$ cat src/rtl/im_addr_sequencer.sv
// Read-address sequencer for the instruction memory: a prescaler tick steps the
// address when every enable is high, with loop/one-shot modes, pause and restart.
module im_addr_sequencer #(
  parameter int CLK_DIV = 500000,
  parameter int ADDR_W  = 4,
  parameter int N_ENA   = 2
) (
  input  logic              clk,
  input  logic              rst,
  input  logic [N_ENA-1:0]  ena,
  input  logic              start,
  input  logic              mode,
  input  logic [ADDR_W-1:0] last_addr,
  output logic [ADDR_W-1:0] Rdadress,
  output logic              tick,
  output logic              wrap,
  output logic              busy,
  output logic              done
);

  localparam int PRE_W = (CLK_DIV > 2) ? $clog2(CLK_DIV) : 1;

  typedef enum logic [1:0] {
    IDLE  = 2'd0,
    RUN   = 2'd1,
    PAUSE = 2'd2
  } state_t;

  state_t            r_state;
  logic [PRE_W-1:0]  r_pre;
  logic [ADDR_W-1:0] r_addr;
  logic [ADDR_W-1:0] r_last;
  logic              r_mode;
  logic              r_tick;
  logic              r_wrap;
  logic              r_done;

  logic              w_enAll;
  logic              w_preEnd;

  assign w_enAll  = &ena;
  assign w_preEnd = (r_pre == PRE_W'(CLK_DIV - 1));

  // A PAUSE with the enables restored counts in the same cycle it returns to RUN,
  // so the prescaler resumes exactly where it froze.
  always_ff @(posedge clk) begin
    if (rst) begin
      r_state <= IDLE;
      r_pre   <= '0;
      r_addr  <= '0;
      r_last  <= '0;
      r_mode  <= 1'b0;
      r_tick  <= 1'b0;
      r_wrap  <= 1'b0;
      r_done  <= 1'b0;
    end else begin
      r_tick <= 1'b0;
      r_wrap <= 1'b0;
      r_done <= 1'b0;
      if (start) begin
        r_state <= RUN;
        r_pre   <= '0;
        r_addr  <= '0;
        r_last  <= last_addr;
        r_mode  <= mode;
      end else if (r_state != IDLE) begin
        if (!w_enAll) begin
          r_state <= PAUSE;
        end else begin
          r_state <= RUN;
          if (!w_preEnd) begin
            r_pre <= r_pre + 1'b1;
          end else begin
            r_pre  <= '0;
            r_tick <= 1'b1;
            if (r_addr != r_last) begin
              r_addr <= r_addr + 1'b1;
            end else if (!r_mode) begin
              r_addr <= '0;
              r_wrap <= 1'b1;
            end else begin
              r_done  <= 1'b1;
              r_state <= IDLE;
            end
          end
        end
      end
    end
  end

  assign Rdadress = r_addr;
  assign tick     = r_tick;
  assign wrap     = r_wrap;
  assign done     = r_done;
  assign busy     = (r_state != IDLE);

endmodule

$ cat config.mk
export PLATFORM = sky130hd
export DESIGN_NAME = im_addr_sequencer
export DESIGN_NICKNAME = d
export VERILOG_FILES = /design/src/rtl/im_addr_sequencer.sv
export SDC_FILE = /design/constraint.sdc
export NUM_CORES = 1
export LEC_CHECK = 0
export ABC_AREA = 1
export BUFFER_PORTS_ARGS = -buffer_cell sky130_fd_sc_hd__buf_2
export CORE_UTILIZATION = 50
export CTS_CLUSTER_SIZE = 30
export DETAILED_ROUTE_END_ITERATION = 10
export HOLD_SLACK_MARGIN = 0.15
export PLACE_DENSITY = 0.69
export SYNTH_ARGS = -nofsm -noshare
export SYNTH_HDL_FRONTEND = slang
export SYNTH_SLANG_ARGS = --single-unit
$ cat constraint.sdc
create_clock -name clk -period 1.7 [get_ports clk]
set_input_delay 0.34 -clock clk [delete_from_list [all_inputs] [get_ports clk]]
set_output_delay 0.34 -clock clk [all_outputs]
set_load 0.005 [all_outputs]
==> results.md <==
- In this run the horizontal extent of the chip is 59.8 µm.
- During placement, the flow inserted port buffers numbering 17.
- The leakage power of the design is 0.832 nW.
- After synthesis, the largest family of logic cells by area is simple AND/OR/NAND/NOR gates.
- After Yosys synthesis, XOR and XNOR cells account for 5.77% of the synthesized area.
- Of the synthesized area, sequential elements account for 39.6%.
- After detailed routing, the average wire length per cell comes to 10.5 µm.
- The wire length reported by the detailed router is 3290 µm.
- Summing the areas of all and, or, nand and nor instances in the mapped netlist gives 39.1% of the synthesized area.
- The setup slack at placement is 0.118 ns.
- Setup violations remaining at the end of the flow were counted as 0.
- The effective utilization at floorplan is 53.8%.
- The filler cell count in the final layout is 314.
- Setup slack on the critical path of the routed design comes to 0.149 ns.
- Data on the critical path arrives at its endpoint at 1.77 ns.
- The total grt overflow is 0.
- The path with the worst hold slack has its endpoint at r_last[3].
- Clock tree synthesis inserted a total of 5 buffers.
- The detailed router finished its first iteration with 57 violations.
- In the global route stage, overall resource usage came out at 21.1%.
- The first TritonRoute pass finished after 4 iterations.
- For the pin with the worst max-slew slack, the measured transition is 0.463 ns.
- The routed layout has 1,523 vias.
- The data required time of the worst path is 1.92 ns.
- For this design the top-level I/O count stands at 18.
- The region available for standard cell placement spans 3100 µm².
- The complex-gate fraction of the synthesized area is 5.92%.
- The pin count of the biggest net entering global routing is 12.
- The ratio of routed vias to standard cells is 4.87.
- The number of global-route vias before repair is 1,274.
- Setup total negative slack on the finished layout was measured at 0 ns.
- The path category of the worst min-delay check is in -> reg.
- STA classifies the critical path startpoint as a flip-flop.
- For this run, the share of the core covered by cells in the final layout is 61.9%.
- The area of the die is 3580 µm².
- The critical path endpoint category is a flip-flop.
- Measured against its own limit, the worst slew margin works out to 69.0%.
- The post-synthesis cell area is 1670 µm².
- The logic depth of the worst register-to-register path is 8.
- The TritonCTS clock tree is done.
- The share of layout cells above drive strength 1 is 17.1%.
- The post-route clock skew is 0.00447 ns.
- The height of the die is 59.8 µm.
- By startpoint and endpoint, the worst setup path is classified as reg -> reg.
- The synthesized design contains 33 register bits.
- The number of routed nets with antenna violations is 0.
- The max-cap check violation count is 0.
- For this design, the sink count on the clock tree is 33.
- During synthesis, Yosys emitted a total of 0 warnings.
- The instance count along the most critical hold path is 3.
- The worst hold path begins at last_addr[3].
- The area taken by flip-flops and latches is 663 µm².
- The average instance in the mapped netlist occupies 6.87 µm².
- The flow ran to the end, and the final reports show no timing, DRC or antenna violations.
- The area overhead of the layout relative to synthesis is 15.1%.
- Setup repair after global routing left no endpoint under its margin.
- 0 antenna diodes ended up in the layout.
- The max-slew violation count is 0.
- The number of nets in the layout is 280.
- The cell at the root of the clock tree is sky130_fd_sc_hd__clkbuf_4.
- For this run, design rule violations remaining after detail routing come to 0.
- Synthesis produced a netlist with a net count of 255.
- After floorplanning, the core was divided into 20 placement rows.
- The first global-routing pass estimated 5460 µm of wire.
- Across all register-to-register paths, the minimum setup slack is 0.15 ns.
- Synthesis instantiated 25 different standard cells from the library.
- The adder and majority gate portion of the synthesized area is 1.50%.
- The number of hold violations in the final report is 0.
- In this run the worst path has a maximum fanout of 7.
- The clock-pin slew on the worst setup and hold paths is 0.10 ns.
- Buffers added to address setup during post-CTS repair amount to 0.
- The fraction of synthesized area in multiplexers is 0%.
- The H-tree depth is 2.
- The number of antenna violations at the first check in global routing was 0.
- The final critical delay including setup and external delays is 1.55 ns.
- The cell area power density is 763 nW/µm².
- In this run the critical register-to-register path is launched from r_pre[0].
- The highest clock frequency the design can meet is 645 MHz.
- The wire-length estimate of the detail-placed layout is 2550 µm.
- The latest clock arrival within the worst-skew pair is 0.33 ns.
- The combined area of the multi-input logic cells is 883 µm².
- At the end of routability-driven placement, the weighted congestion stood at 0.845.
- Across the VDD grid, the largest voltage drop is 0.529 mV.
- Synthesis produced 243 cells.
- The endpoint of the worst-slack reg-to-reg timing path is Rdadress[3].
- Of the available clock period, the critical path in the final layout requires 91.2%.
- The maximum clock path buffer count is 2.
## metrics by stage
stage / cells / hold slack, ns / power, mW / cell area (µm²)
2_1_floorplan: 243 / 0.409 / 0.851 / 1670
3_3_place_gp: 305 / 0.461 / 0.877 / 1820
3_5_place_dp: 305 / 0.464 / 0.878 / 1820
4_1_cts: 313 / 0.235 / 1.49 / 1910
5_1_grt: 313 / 0.228 / 1.53 / 1920
6_report: 313 / 0.243 / 1.47 / 1920
## logic make-up after synthesis
logic type,Yosys count
AOI/OAI and AO/OA,19
xor gates and xnor gates,11
adders and majority gates,2
buffers and inverters,36
DFF,33
and+or+nand+nor,142
## worst max path at each step
| stage | from | end | cells after the start |
|---|---|---|---|
| floorplan | r_pre[0] | Rdadress[1] | 8 |
| global placement | r_pre[0] | r_pre[18] | 10 |
| detailed placement | r_pre[0] | r_pre[18] | 10 |
| CTS | r_pre[0] | r_pre[18] | 10 |
| global route | r_pre[0] | Rdadress[3] | 8 |
| finish | r_pre[0] | Rdadress[3] | 8 |
## cell type report
class | count | share of cell area, %
multi-input combinational | 174 | 46.0
timing repair buffer | 20 | 5.60
sequential | 33 | 34.5
inverter | 34 | 6.64
tap | 44 | 2.86
clock inverter | 1 | 1.56
clock buffer | 7 | 2.86
## placed cells by master (no fill, tap or decap), drive strengths merged
cell type and instances:
a21o 1, a21oi 14, a31oi 1, buf 20, bufinv 1, clkbuf 7
dfxtp 33, ha 2, inv 34, nand2 61, nand3 18, nand4 6
nor2 43, nor3 10, nor3b 2, o21ai 3, or2 2, xor2 11
## cells in the mapped netlist, drive strengths merged
| cell | instances | area [µm²] |
|---|---|---|
| dfxtp | 33 | 661 |
| nand3 | 18 | 90.1 |
| or2 | 2 | 12.5 |
| nor3 | 10 | 77.6 |
| nor3b | 2 | 15.0 |
| a21o | 1 | 7.51 |
| nor2 | 43 | 171 |
| nand2 | 61 | 249 |
| nand4 | 6 | 37.5 |
| ha | 2 | 25.0 |
| xor2 | 11 | 96.3 |
| buf | 1 | 5.00 |
| a31oi | 1 | 6.26 |
| inv | 34 | 128 |
| o21ai | 3 | 15.0 |
| clkbuf | 1 | 3.75 |
| a21oi | 14 | 70.1 |
## metal layers
layer	global-route usage, %	share of wire, %	up-vias
met5	0	0	-
met4	9.97	1.9	0
met3	5.84	4.3	8
met2	30.0	42	26
met1	29.1	52	675
li1	-	-	814
## registers in the layout, indices dropped and copies added (netlist names)
signal and flops:
r_pre 19, Rdadress 4, r_mode 1, tick 1, done 1, wrap 1
r_last 4, r_state 2
## where the power goes
part	internal [mW]	switching, mW	leakage [nW]
registers	0.782	0.00578	0.268
logic	0.0254	0.0483	0.519
clock network	0.351	0.254	0.0455
total	1.16	0.308	0.832
## worst max-delay path, cell delays in order, from the launching register on
cell	delay, ns
sky130_fd_sc_hd__dfxtp_2	0.36
sky130_fd_sc_hd__ha_2	0.19
sky130_fd_sc_hd__nand2_1	0.07
sky130_fd_sc_hd__inv_1	0.09
sky130_fd_sc_hd__nand3_1	0.13
sky130_fd_sc_hd__nor3_4	0.34
sky130_fd_sc_hd__nand2_1	0.12
sky130_fd_sc_hd__nand2_1	0.07
sky130_fd_sc_hd__a21oi_1	0.06
## what timing repair did
action,4_1_cts,5_1_grt
gates resized for setup,0,5
endpoints found under the setup margin,0,9
hold buffers,0,0
No activity file was read; power rests on OpenSTA's default activity.
